[src/rtl/ir_nec_rx.sv]
// NEC infrared remote receiver: synchronises the idle-high IR pin, times mark/space
// widths in microsecond ticks and reports frames, repeat codes and errors as pulses.
module ir_nec_rx #(
    parameter int TICK_DIV  = 50,
    parameter bit CHECK_INV = 1'b1
) (
    input  logic        clk_i,
    input  logic        rst_i,
    input  logic        ir_i,
    output logic [31:0] code_o,
    output logic        valid_o,
    output logic        repeat_o,
    output logic        error_o,
    output logic        busy_o
);
    localparam int          PW      = (TICK_DIV > 1) ? $clog2(TICK_DIV) : 1;
    localparam logic [15:0] TIMEOUT = 16'd10001;

    typedef enum logic [2:0] {
        S_IDLE, S_LEAD_MARK, S_LEAD_SPACE, S_BIT_MARK, S_BIT_SPACE, S_STOP_MARK, S_RPT_MARK
    } state_t;

    state_t        r_state, w_state_n;
    logic          r_sync1, r_sync2, r_sync3;
    logic          r_fall, r_rise;
    logic [PW-1:0] r_pre;
    logic [15:0]   r_width;
    logic [31:0]   r_shift, r_code;
    logic [4:0]    r_cnt;
    logic          r_valid, r_repeat, r_error;
    logic          w_tick, w_edge, w_check;
    logic          w_ok, w_rpt, w_err, w_start, w_shift, w_bit;

    function automatic logic in_win(input logic [15:0] w, input logic [15:0] lo, input logic [15:0] hi);
        return (w >= lo) && (w <= hi);
    endfunction

    assign w_tick  = (r_pre == PW'(TICK_DIV - 1));
    assign w_edge  = r_fall | r_rise;
    assign w_check = (r_shift[31:24] == ~r_shift[23:16]);

    always_ff @(posedge clk_i or posedge rst_i) begin
        if (rst_i) r_state <= S_IDLE;
        else       r_state <= w_state_n;
    end

    always_comb begin
        w_state_n = r_state;
        w_ok      = 1'b0;
        w_rpt     = 1'b0;
        w_err     = 1'b0;
        w_start   = 1'b0;
        w_shift   = 1'b0;
        w_bit     = 1'b0;
        case (r_state)
            S_IDLE: if (r_fall) w_state_n = S_LEAD_MARK;
            S_LEAD_MARK: if (r_rise) begin
                if (in_win(r_width, 16'd8000, 16'd10000)) w_state_n = S_LEAD_SPACE;
                else                                      w_err = 1'b1;
            end
            S_LEAD_SPACE: if (r_fall) begin
                if (in_win(r_width, 16'd4000, 16'd5000)) begin
                    w_state_n = S_BIT_MARK;
                    w_start   = 1'b1;
                end else if (in_win(r_width, 16'd1800, 16'd2700)) begin
                    w_state_n = S_RPT_MARK;
                end else begin
                    w_err = 1'b1;
                end
            end
            S_BIT_MARK: if (r_rise) begin
                if (in_win(r_width, 16'd300, 16'd900)) w_state_n = S_BIT_SPACE;
                else                                   w_err = 1'b1;
            end
            S_BIT_SPACE: if (r_fall) begin
                if (in_win(r_width, 16'd300, 16'd900)) begin
                    w_shift = 1'b1;
                end else if (in_win(r_width, 16'd1300, 16'd2000)) begin
                    w_shift = 1'b1;
                    w_bit   = 1'b1;
                end else begin
                    w_err = 1'b1;
                end
                if (w_shift) w_state_n = (r_cnt == 5'd31) ? S_STOP_MARK : S_BIT_MARK;
            end
            S_STOP_MARK: if (r_rise) begin
                // final bit is already in r_shift, so the command check sees the whole frame
                if (in_win(r_width, 16'd300, 16'd900) && (!CHECK_INV || w_check)) begin
                    w_ok      = 1'b1;
                    w_state_n = S_IDLE;
                end else begin
                    w_err = 1'b1;
                end
            end
            S_RPT_MARK: if (r_rise) begin
                if (in_win(r_width, 16'd300, 16'd900)) begin
                    w_rpt     = 1'b1;
                    w_state_n = S_IDLE;
                end else begin
                    w_err = 1'b1;
                end
            end
            default: w_state_n = S_IDLE;
        endcase
        // an edge in the same cycle takes precedence over the timeout
        if (r_state != S_IDLE && !w_edge && r_width == TIMEOUT) w_err = 1'b1;
        if (w_err) w_state_n = S_IDLE;
    end

    always_ff @(posedge clk_i or posedge rst_i) begin
        if (rst_i) begin
            r_sync1  <= 1'b1;
            r_sync2  <= 1'b1;
            r_sync3  <= 1'b1;
            r_fall   <= 1'b0;
            r_rise   <= 1'b0;
            r_pre    <= '0;
            r_width  <= '0;
            r_shift  <= '0;
            r_cnt    <= '0;
            r_code   <= '0;
            r_valid  <= 1'b0;
            r_repeat <= 1'b0;
            r_error  <= 1'b0;
        end else begin
            r_sync1  <= ir_i;
            r_sync2  <= r_sync1;
            r_sync3  <= r_sync2;
            r_fall   <= r_sync3 & ~r_sync2;
            r_rise   <= ~r_sync3 & r_sync2;
            r_pre    <= w_tick ? '0 : r_pre + 1'b1;
            if (w_edge)                          r_width <= '0;
            else if (w_tick && r_width != 16'hFFFF) r_width <= r_width + 16'd1;
            if (w_start) begin
                r_shift <= '0;
                r_cnt   <= '0;
            end else if (w_shift) begin
                r_shift[r_cnt] <= w_bit;
                r_cnt          <= r_cnt + 5'd1;
            end
            if (w_ok) r_code <= r_shift;
            r_valid  <= w_ok;
            r_repeat <= w_rpt;
            r_error  <= w_err;
        end
    end

    assign code_o   = r_code;
    assign valid_o  = r_valid;
    assign repeat_o = r_repeat;
    assign error_o  = r_error;
    assign busy_o   = (r_state != S_IDLE);
endmodule

[config.mk]
export PLATFORM = sky130hd
export DESIGN_NAME = ir_nec_rx
export DESIGN_NICKNAME = d
export VERILOG_FILES = /design/src/rtl/ir_nec_rx.sv
export SDC_FILE = /design/constraint.sdc
export NUM_CORES = 1
export LEC_CHECK = 0
export BUFFER_PORTS_ARGS = -buffer_cell sky130_fd_sc_hd__clkbuf_2
export CAP_MARGIN = 20
export CORE_MARGIN = 3
export CORE_UTILIZATION = 35
export DETAILED_ROUTE_END_ITERATION = 12
export PLACE_DENSITY_LB_ADDON = 0.2
export SYNTH_ARGS = -nofsm -noshare
export SYNTH_HDL_FRONTEND = slang
export SYNTH_SLANG_ARGS = --single-unit
[constraint.sdc]
create_clock -name clk_i -period 8.5 [get_ports clk_i]
set_input_delay 0.425 -clock clk_i [delete_from_list [all_inputs] [get_ports clk_i]]
set_output_delay 0.425 -clock clk_i [all_outputs]
set_load 0.01 [all_outputs]
== After elaboration in Yosys (flattened, before gate mapping) ==
Index checks and enable logic that the tools add are counted.
Word-level totals
  flip-flop bits (word level): 102
  bits of input ports: 3
  output and inout bits: 36
  word-level logic and storage cells: 135
Operators by class
  add/sub/neg operators: 3
  magnitude comparators: 12
  eq/ne operators: 24
  multiplexer cells: 59
  bitwise gates (word level): 6
  reduce and logical (&&, ||, !) cells: 17
Operator list (count)
  $mux 32: 2
  $mux 3: 16
  $ne 3x3->1 const B: 12
  $bwmux 32: 1
  $ge 16x11->1 const B: 2
  $mux 1: 32
  $mux 16: 2
  $pmux 3 s7: 1
  $add 16x1->16 const B: 1
  $eq 16x14->1 const B: 1
  $ge 16x12->1 const B: 1
  $ge 16x13->1 const B: 1
  $ge 16x9->1 const B: 1
  $le 16x10->1 const B: 1
  $le 16x11->1 const B: 1
  $le 16x12->1 const B: 1
  $le 16x13->1 const B: 1
  $le 16x14->1 const B: 1
  $ne 16x16->1 const B: 1
  $reduce_and 13->1: 1
  $logic_and 1x1->1: 10
  $mux 5: 2
  $eq 3x3->1 const B: 3
  $eq 8x8->1: 1
  other kinds (21): 25

== Logic depth before layout (Yosys ltp) ==
Gate-level depths: netlist (run 1).
  depth in word-level cells: 10
  gate-level depth with buffers: 9

== Worst setup path before layout (run 1) ==
OpenSTA, ideal clock, no wires.
  kind: reg2reg
  from: register r_width[15]
  to: register r_shift[0]
  library setup time: 137 ps
  data arrival time: 2101 ps
  data required time: 8363 ps
  slack: 6262 ps
  stages on the path, launching flop included: 9
  buffers on the path: 2
  cell sequence: dfrtp_1 -> buf_6 -> or3_4 -> or4_1 -> a22oi_2 -> nand4_2 -> buf_6 -> nand2_1 -> mux2i_1
Between the ends
  cells in the longest elaborated chain, start to end: 9
  elaborated cells between the ends (all ways): 25
  classes of those cells: order compare: 6; mux: 15; reduce/logical: 4
Ends and longest elaborated chain
  from (decl): RTL line 27  | logic [15:0] r_width;
  from (signal assigned): RTL line 133  | else if (w_tick && r_width != 16'hFFFF) r_width <= r_width + 16'd1;
  $ge 16x11->1 or $le 16x11->1 (tied branches): RTL line 35  | return (w >= lo) && (w <= hi);
  $logic_and 1x1->1: RTL line 35
  $mux 1: RTL line 78  | end else if (in_win(r_width, 16'd1300, 16'd2000)) begin
  $mux 1: RTL line 76  | if (in_win(r_width, 16'd300, 16'd900)) begin
  $mux 1: RTL line 75  | S_BIT_SPACE: if (r_fall) begin
  $mux 1: RTL line 55  | case (r_state)
  $bwmux 32 or $mux 1 (tied branches): RTL line 138, 75
  $mux 32 or $mux 1 (tied branches): RTL line 137, 55
  $mux 32 or $reduce_bool 2->1 (tied branches)
  to (signal, indexed assignment): RTL line 138  | r_shift[r_cnt] <= w_bit;
  to (decl): RTL line 28  | logic [31:0] r_shift, r_code;
Several ways; a longest one is shown, not always the timed one. The select of a mux whose other input is x is not followed.
A chain may end at the register's enable or synchronous reset.

== Final worst setup path (run 1) ==
  from: register r_width[0]
  to: register r_code[20] (netlist: code_o[20])
Between the ends
  cells in the longest elaborated chain, start to end: 6
  elaborated cells between the ends (all ways): 7
  classes of those cells: order compare: 2; mux: 3; reduce/logical: 2
Ends and longest elaborated chain
  $ge 16x9->1 or $le 16x10->1 (tied branches): RTL line 35
  $logic_and 1x1->1 *: RTL line 35
  $logic_and 1x1->1 *: RTL line 88  | if (in_win(r_width, 16'd300, 16'd900) && (!CHECK_INV || w_check)) begin
  $mux 1 *: RTL line 88
  $mux 1 *: RTL line 86  | S_STOP_MARK: if (r_rise) begin
  $mux 1 *: RTL line 55
  to (signal assigned): RTL line 141  | if (w_ok) r_code <= r_shift;
  to (decl): RTL line 28
Mark *: on every way between the ends. The rest lies on a longest branch, timed or not.

==> metrics.yaml, run 1 <==
p_leak_nw: 2.97
holdBufCountCts: 0
fp.dieH_um: 131
synthFlopType: "dfrtp_1"
first_global_vias: 4011
hold_violations: 0
vias: 3871
crit_fanout: 18
io_pins: 39
dpl.cell_count: 746
wl_met1_um: 6050
grt_remaining_overflow: 0
syn-cell-area_mm2: 0.00548
final_cells: 761
crit_type: "reg -> reg"
syn_avg_cell_area_um2: 10.4
place_hpwl_um: 8630
fmax_mhz: 311
crit_required_ns: 8.74
mappedNetlistNets: 540
cts_num_sinks: 102
viasPerCell: 5.09
wl_met2_um: 5670
ys_top_cells_by_area: "dfrtp_1 (45%), mux2_4 (8.2%), mux2i_1 (6.2%), nand2_1 (5.5%), nor2_1 (2.7%)"
area_growth_pct: 11.1
synth_top_family_by_area: "simple AND/OR/NAND/NOR gates"
drive_above_1_share_pct: 19.3
top_layer: "met4"
cts_resized: 0
synth-compound-area-share_pct: 8.42
finalSetupViolations: 0
ys_seq_elements: 102
path_delay_family: "compound AO/OA/AOI/OAI gates"
final_cell_mix: "dfrtp_1 (99), nand2_1 (80), nor2_1 (40)"
reg2reg_to: "code_o[20]"
min_path_type: "in -> async"
grt_pass1_wl_um: 21600
insertion_delay_ns: 0.35
worstPathArrival_ns: 3.46
synth_fa_ha_area_share_pct: 2.28
cts_tree: "yes"
async_reset_ff_share_pct: 100
end_kind: "flip-flop"
max_cap_viol_count: 0
synth-edff-count: 0
final_net_count: 559
postCtsSetupRepairBufs: 0
skew_ns: 0.00946
reg2reg_slack_ns: 5.28
core_mm2: 0.0153
crit_path_end: "code_o[20]"
critPathBufInv: 2
dr.pass1.iters: 4
yosysSeqAreaShare_pct: 46.6
drv_slew: 0
grt_max_degree: 69
die_area_mm2: 0.0172
wirelength_um: 12400
reg2reg_from: "r_width[0]"
synth_warnings: 0
ir_worst_vdd_uv: 99.8
p_per_area_mw_per_mm2: 175
wl_per_cell_um: 16.3
row_count: 45
yosysTopAreaCell: "dfrtp_1"
cp-start-kind: "flip-flop"
crit_cells: 9
synth-simple-area-share_pct: 18.8
drc_errors: 0
floorplan.initialDensity_pct: 35.9
antenna_found_initial: 0
diodes: 0
final_common_cell: "dfrtp_1"
place.gp.congestion: 0.884
portBuffers: 38
fillers: 1516
clock_path_buffers: 2
synth.area.mux_share_pct: 14.8
tns_ns: 0
final.period_utilization_pct: 37.9
rsz0062_at_grt: "false"
ys_types: 57
die_width_um: 131
cp_cell_sequence: "inv_1, ha_1, nand2b_1, a32o_1, o21ai_2, nor4_2, nand3_2, buf_4, mux2_2"
htreeDepth: 3
clkTransAtPathRegs_ns: 0.07
status: "finished, final reports clean"
met3WireLength_um: 467
numCtsBuffers: 9
drtAntennaViolNets: 0
grtUsageTotal_pct: 15.2
crit_start: "r_width[0]"
synth_top_area_share_pct: 45.2
tightest_slew_ns: 0.892
cts_root_buf: "clkbuf_16"
drt_iter0_markers: 282
synthXorXnorAreaFrac_pct: 4.15
cp_slowest_cell: "o21ai_2"
synthCells: 527
slowest_delay_ns: 0.62
relSlewSlack_pct: 40.4
r2r_cells: 9
period_needed_ns: 3.22
-- registers in the layout (all words and copies together), names as in the netlist --
signal and count:
valid_o 1, r_sync2 1, r_cnt 5, r_rise 1
error_o 1, r_width 16, repeat_o 1, code_o 32
r_sync3 1, r_sync1 1, r_fall 1, r_shift 32
r_state 3, r_pre 6
-- cell type report --
class	count	area, um^2	share of cell area (%)
clock buffer	9	225	3.70
multi-input combinational	371	2660	43.7
timing repair buffer	40	205	3.37
tap	211	264	4.34
inverter	22	85.1	1.40
sequential	102	2560	42.0
clock inverter	6	92.6	1.52
-- power breakdown --
group	internal, mW	switching (mW)
sequential	0.494	0.0209
combinational	0.0352	0.0680
clock	0.259	0.187
total	0.789	0.276
-- Yosys cell counts, types with 11 or more instances --
cell type / instances
nor2_1: 40
dfrtp_1: 99
nand3_1: 16
clkbuf_1: 17
inv_1: 22
xor2_1: 13
mux2_4: 30
nand4_1: 11
mux2i_1: 34
o21ai_0: 14
nand2_1: 80
xnor2_1: 13
-- worst register-to-register path: cells and delay by family (launching register included) --
| family | cells | cell delay [ns] |
|---|---|---|
| adder cells (fa/ha/maj) | 1 | 0.22 |
| AND/OR/NAND/NOR | 3 | 0.64 |
| multiplexers | 1 | 0.39 |
| buffers and inverters | 2 | 0.49 |
| flip-flops | 1 | 0.44 |
| AO/OA/AOI/OAI | 2 | 0.94 |
-- logic make-up (layout without fill, tap and decap cells) --
kind of cell             after synthesis  in the layout
AND/OR/NAND/NOR                      207            207
flip-flops                           102            102
multiplexers                          66             66
AO/OA/AOI/OAI                         62             62
buffers and inverters                 54             77
XOR/XNOR                              26             26
adder cells (fa/ha/maj)               10             10
-- stage by stage --
step                      area [um^2]  utilization [%]  total power, mW  hold slack (ns)  worst slack [ns]
after floorplan                  5480                -            0.595            0.345              5.40
after global placement           5770             37.8            0.625            0.348              5.37
after detailed placement         5770             37.8            0.627            0.347              5.26
after CTS                        6090             39.9             1.08           0.0847              5.26
after global routing             6090             39.9             1.11            0.116              5.04
final                            6090             39.9             1.06           0.0782              5.28
-- how the worst min path moves through the flow --
stage | end | slack, ns | startpoint
CTS | error_o | 0.08 | rst_i
floorplan | r_sync2 | 0.35 | r_sync1
finish | error_o | 0.08 | rst_i
detailed placement | r_sync2 | 0.35 | r_sync1
global route | error_o | 0.12 | rst_i
global placement | r_sync2 | 0.35 | r_sync1
-- metal layers --
metal / global-route usage (%) / vias up
met4: 4.61 / 0
met5: 0 / -
met1: 21.7 / 1902
li1: - / 1879
met3: 3.75 / 17
met2: 23.0 / 73
No activity file was read; power rests on OpenSTA's default activity.
==> run 2, diff against run 1 <==
==> constraint.sdc (replaced) <==
create_clock -name clk_i -period 2.6 [get_ports clk_i]
set_input_delay 0.13 -clock clk_i [delete_from_list [all_inputs] [get_ports clk_i]]
set_output_delay 0.13 -clock clk_i [all_outputs]
set_load 0.01 [all_outputs]
==> run 2 against run 1 <==
Effect of this change:
- clock power grew to 3.1 times the previous value
- worst setup slack worse by 5.1 ns
- maximum frequency grew 35%
- sequential power increased to 3.2 times the previous value
- critical endpoint is now r_shift[1]
==> metrics.yaml, run 2 (synthesis results as in run 1) <==
numCtsBuffers: 9  # unchanged
relSlewSlack_pct: 57.4  # was 40.4%
cts_root_buf: "clkbuf_16"  # unchanged
ir_worst_vdd_uv: 361  # was 99.8 uV
slowest_delay_ns: 0.45  # was 0.62 ns
period_needed_ns: 2.38  # was 3.22 ns
r2r_cells: 9  # unchanged
tightest_slew_ns: 0.638  # was 0.892 ns
drc_errors: 0  # unchanged
drv_slew: 0  # unchanged
diodes: 0  # unchanged
core_mm2: 0.0153  # unchanged
crit_fanout: 10  # was 18
reg2reg_slack_ns: 0.22  # was 5.28 ns
grt_pass1_wl_um: 20500  # was 21600 um
cp_cell_sequence: "inv_1, ha_1, nor3b_1, a211o_1, nand3_2, a211oi_2, buf_4, nand2_1, mux2i_1"  # was inv_1, ha_1, nand2b_1, a32o_1, o21ai_2, nor4_2, nand3_2, buf_4, mux2_2
wirelength_um: 12400  # about the same
row_count: 45  # unchanged
insertion_delay_ns: 0.36  # was 0.35 ns
end_kind: "flip-flop"  # unchanged
wl_per_cell_um: 15.8  # was 16.3 um
cts_tree: "yes"  # unchanged
postCtsSetupRepairBufs: 0  # unchanged
grt_remaining_overflow: 0  # unchanged
place.gp.congestion: 0.843  # was 0.884
skew_ns: 0.0107  # was 0.00946 ns
final_common_cell: "dfrtp_1"  # unchanged
final_cell_mix: "dfrtp_1 (99), nand2_1 (80), nor2_1 (40)"  # unchanged
final_net_count: 580  # was 559
cp-start-kind: "flip-flop"  # unchanged
portBuffers: 38  # unchanged
grt_max_degree: 57  # was 69
htreeDepth: 3  # unchanged
reg2reg_to: "r_shift[1]"  # was code_o[20]
clkTransAtPathRegs_ns: 0.07  # about the same
area_growth_pct: 14.4  # was 11.1%
p_leak_nw: 3.08  # was 2.97 nW
status: "finished, final reports clean"  # unchanged
die_width_um: 131  # unchanged
fmax_mhz: 420  # was 311 MHz
antenna_found_initial: 0  # unchanged
cts_num_sinks: 102  # unchanged
final.period_utilization_pct: 91.6  # was 37.9%
critPathBufInv: 2  # unchanged
drive_above_1_share_pct: 22.0  # was 19.3%
grtUsageTotal_pct: 14.6  # was 15.2%
place_hpwl_um: 8600  # was 8630 um
max_cap_viol_count: 0  # unchanged
path_delay_family: "simple AND/OR/NAND/NOR gates"  # was compound AO/OA/AOI/OAI gates
hold_violations: 0  # unchanged
p_per_area_mw_per_mm2: 549  # was 175 mW/mm^2
crit_required_ns: 2.82  # was 8.74 ns
io_pins: 39  # unchanged
rsz0062_at_grt: "false"  # unchanged
crit_type: "reg -> reg"  # unchanged
drtAntennaViolNets: 0  # unchanged
fp.dieH_um: 131  # unchanged
worstPathArrival_ns: 2.60  # was 3.46 ns
finalSetupViolations: 0  # unchanged
drt_iter0_markers: 213  # was 282
clock_path_buffers: 2  # unchanged
vias: 4035  # was 3871
finalPower_mw: 3.44  # was 1.06 mW
first_global_vias: 3938  # was 4011
min_path_type: "in -> async"  # unchanged
cp_slowest_cell: "dfrtp_1"  # was o21ai_2
fillers: 1488  # was 1516
tns_ns: 0  # unchanged
dr.pass1.iters: 5  # was 4
die_area_mm2: 0.0172  # unchanged
viasPerCell: 5.15  # was 5.09
floorplan.initialDensity_pct: 35.9  # unchanged
reg2reg_from: "r_width[0]"  # unchanged
run 2: metal layers:
layer  wire (um)  vias up  GRT usage, %
met5           0        -             0
met4         264        0          6.01
met3         547       18          3.29
met2        5800       99          23.1
met1        5780     2001          19.6
li1            -     1917             -
run 2: how the worst max path moves through the flow:
stage	end	slack, ns	from	depth (start not counted)
2_1_floorplan	r_shift[0]	0.36	r_width[15]	8
3_3_place_gp	r_shift[30]	0.17	r_width[0]	7
3_5_place_dp	r_shift[26]	0.16	r_width[0]	7
4_1_cts	r_shift[26]	0.12	r_width[0]	7
5_1_grt	r_shift[2]	0.07	r_width[1]	9
6_report	r_shift[1]	0.22	r_width[0]	9
run 2: worst reg2reg max path, cell delays in order, from the launching register on:
cell and delay (ns):
dfrtp_1 0.45, inv_1 0.09, ha_1 0.17, nor3b_1 0.33, a211o_1 0.23, nand3_2 0.26
a211oi_2 0.30, buf_4 0.20, nand2_1 0.09, mux2i_1 0.15
run 2: stage by stage:
step | instance area, um^2 | setup WS, ns | hold WS (ns) | std cells | utilization, %
4_1_cts | 6270 | 0.120 | 0.328 | 783 | 41.1
3_3_place_gp | 5940 | 0.175 | 0.158 | 765 | 38.9
5_1_grt | 6270 | 0.0656 | 0.352 | 783 | 41.1
3_5_place_dp | 5940 | 0.161 | 0.168 | 765 | 38.9
2_1_floorplan | 5490 | 0.362 | 0.134 | 527 | -
6_report | 6270 | 0.217 | 0.328 | 783 | 41.1
run 2: where the power goes:
group	switching (mW)	leakage (nW)	total (mW)	internal, mW
registers	0.0552	1.40	1.67	1.62
clock network	0.637	0.147	1.40	0.758
logic	0.247	1.53	0.373	0.126
total	0.939	3.08	3.44	2.50
run 2: what timing repair did:
action                                  in CTS  in global routing
hold buffers                                 2                  0
hold endpoints to repair                    18                  0
endpoints found under the setup margin       0                  3
gates resized for setup                      0                  2
run 2: final cells by class:
class / count / area (um^2) / area share [%]
Clock inverter: 7 / 81.3 / 1.30
Sequential cell: 102 / 2560 / 40.8
Clock buffer: 9 / 225 / 3.59
Timing Repair Buffer: 61 / 393 / 6.27
Tap cell: 211 / 264 / 4.21
Inverter: 22 / 86.3 / 1.38
Multi-Input combinational cell: 371 / 2660 / 42.5
==> run 3, diff against run 2 <==
--- a/config.mk
+++ b/config.mk
@@ -7,8 +7,10 @@
 export LEC_CHECK = 0
 export BUFFER_PORTS_ARGS = -buffer_cell sky130_fd_sc_hd__clkbuf_2
 export CAP_MARGIN = 20
+export CORE_ASPECT_RATIO = 1.1
 export CORE_MARGIN = 3
-export CORE_UTILIZATION = 35
+export CORE_UTILIZATION = 45
+export CTS_CLUSTER_SIZE = 25
 export DETAILED_ROUTE_END_ITERATION = 12
 export PLACE_DENSITY_LB_ADDON = 0.2
 export SYNTH_ARGS = -nofsm -noshare
==> run 3 against run 2 <==
Effect of this change:
- largest cell class unchanged
- die area shrank 21%
- combinational power increased by 3%
- non-clock buffer count rose by 7
- clock skew decreased by 0.0011 ns
- flip-flop and latch count is the same
- register-to-register slack is essentially flat
- final cell count shrank 6.9%
- worst hold slack better by 0.029 ns
- routed wire length down 1.0%
- sequential power hardly changed
- maximum frequency fell by 0.62%
- sequential share of layout area increased by 0.18 points
==> metrics.yaml, run 3 (synthesis results as in run 1) <==
row_count: 41  # was 45
finalPower_mw: 3.42  # was 3.44 mW
clock_path_buffers: 2  # unchanged
crit_type: "reg -> reg"  # unchanged
postLayoutCoreUtil_pct: 53.4  # was 41.1%
cp-start-kind: "flip-flop"  # unchanged
htreeDepth: 3  # unchanged
stdcell_area_mm2: 0.00624  # was 0.00627 mm^2
clkTransAtPathRegs_ns: 0.07  # about the same
cts_tree: "yes"  # unchanged
worstPathArrival_ns: 2.64  # was 2.60 ns
p_sw_mw: 0.909  # was 0.939 mW
vias: 4035  # unchanged
hold_end: "r_sync2"
drt_iter0_markers: 329  # was 213
grt_pass1_wl_um: 20800  # was 20500 um
core_mm2: 0.0117  # was 0.0153 mm^2
first_global_vias: 4054  # was 3938
end_kind: "flip-flop"  # unchanged
cts_num_sinks: 102  # unchanged
floorplan.initialDensity_pct: 46.9  # was 35.9%
area_growth_pct: 13.9  # was 14.4%
dpl_cell_area_mm2: 0.00592  # was 0.00594 mm^2
swShare_pct: 26.6  # was 27.3%
crit_required_ns: 2.84  # was 2.82 ns
io_pins: 39  # unchanged
skew_ns: 0.00956  # was 0.0107 ns
reg2reg_to: "code_o[20]"  # was r_shift[1]
wl_per_cell_um: 16.8  # was 15.8 um
regArea_mm2: 0.00256  # unchanged
drive_above_1_share_pct: 23.0  # was 22.0%
die_area_mm2: 0.0135  # was 0.0172 mm^2
final.period_utilization_pct: 92.2  # was 91.6%
insertion_delay_ns: 0.35  # was 0.36 ns
min_path_type: "reg -> reg"  # was in -> async
viasPerCell: 5.53  # was 5.15
p_leak_nw: 3.12  # was 3.08 nW
die_width_um: 111  # was 131 um
p_per_area_mw_per_mm2: 548  # was 549 mW/mm^2
final_common_cell: "dfrtp_1"  # unchanged
reg2reg_from: "r_width[0]"  # unchanged
internal_power_mw: 2.51  # was 2.50 mW
p_comb_share_pct: 11.2  # was 10.8%
hold_violations: 0  # unchanged
numCtsBuffers: 9  # unchanged
ir_worst_vdd_uv: 348  # was 361 uV
drtAntennaViolNets: 0  # unchanged
grt_remaining_overflow: 0  # unchanged
period_needed_ns: 2.40  # was 2.38 ns
status: "finished, final reports clean"  # unchanged
fillers: 1051  # was 1488
tns_ns: 0  # unchanged
min-delay-start: "r_sync1"
multiInputGateArea_mm2: 0.00267  # was 0.00266 mm^2
portBuffers: 38  # unchanged
place_hpwl_um: 8570  # was 8600 um
grtUsageTotal_pct: 19.0  # was 14.6%
wirelength_um: 12300  # was 12400 um
antenna_found_initial: 0  # unchanged
drc_errors: 0  # unchanged
crit_fanout: 28  # was 10
cts_root_buf: "clkbuf_16"  # unchanged
final_net_count: 587  # was 580
r2r_cells: 9  # unchanged
power_frac_seq_pct: 48.7  # was 48.6%
drv_slew: 0  # unchanged
fp.dieH_um: 122  # was 131 um
final_cell_mix: "dfrtp_1 (99), nand2_1 (80), nor2_1 (40)"  # unchanged
grt_max_degree: 103  # was 57
reg2reg_slack_ns: 0.20  # was 0.22 ns
diodes: 0  # unchanged
relSlewSlack_pct: 57.7  # was 57.4%
hold_slack_ns: 0.357  # was 0.328 ns
hold_depth: 0
dr.pass1.iters: 5  # unchanged
max_cap_viol_count: 0  # unchanged
clkPwrFrac_pct: 40.1  # was 40.6%
tightest_slew_ns: 0.634  # was 0.638 ns
place.gp.congestion: 0.949  # was 0.843
fmax_mhz: 417  # was 420 MHz
finalSetupViolations: 0  # unchanged
rsz0062_at_grt: "false"  # unchanged
-- run 3: stage by stage --
stage | setup slack (ns) | instances
final | 0.203 | 729
after global routing | 0.00917 | 729
after CTS | 0.154 | 729
after detailed placement | 0.140 | 711
after global placement | 0.255 | 711
after floorplan | 0.362 | 527
-- run 3: per-layer routing --
metal | global-route usage, % | share of wire (%)
met1 | 26.2 | 47
met2 | 30.6 | 48
met5 | 0 | 0
met4 | 7.60 | 2.0
met3 | 2.58 | 3.2
-- run 3: power groups by stage --
stage | clock network (mW) | registers [mW] | logic (mW)
2_1_floorplan | 0 | 1.66 | 0.284
3_3_place_gp | 0 | 1.70 | 0.383
3_5_place_dp | 0 | 1.70 | 0.375
4_1_cts | 1.41 | 1.66 | 0.380
5_1_grt | 1.48 | 1.67 | 0.419
6_report | 1.37 | 1.67 | 0.383
-- run 3: final cells by class --
class | count | area share, %
Inverter | 22 | 1.38
Timing Repair Buffer | 68 | 7.14
Clock buffer | 10 | 3.67
Clock inverter | 6 | 1.10
Multi-Input combinational cell | 371 | 42.7
Tap cell | 150 | 3.01
Sequential cell | 102 | 41.0
-- run 3: how the worst max path moves through the flow --
stage,start,to,slack (ns),cells after the start
floorplan,r_width[15],r_shift[0],0.36,8
global placement,r_width[0],code_o[20],0.26,9
detailed placement,r_width[0],r_shift[25],0.14,7
CTS,r_width[0],r_shift[25],0.15,7
global route,r_width[0],r_state[2],0.009,8
finish,r_width[0],code_o[20],0.20,9
-- run 3: repair_timing --
item / in CTS / in global routing
setup endpoints to repair: 0 / 23
buffers inserted: 0 / 0
hold endpoints to repair: 100 / 0
resized for setup: 0 / 2
hold buffers: 2 / 0
-- run 3: worst max-delay path, cell delays in order, from the launching register on --
cell	delay [ns]
dfrtp_1	0.46
inv_1	0.07
ha_1	0.22
nand2b_1	0.15
a32o_1	0.33
o21ai_2	0.25
nor4_2	0.07
nand3_2	0.12
buf_12	0.23
mux2_2	0.36
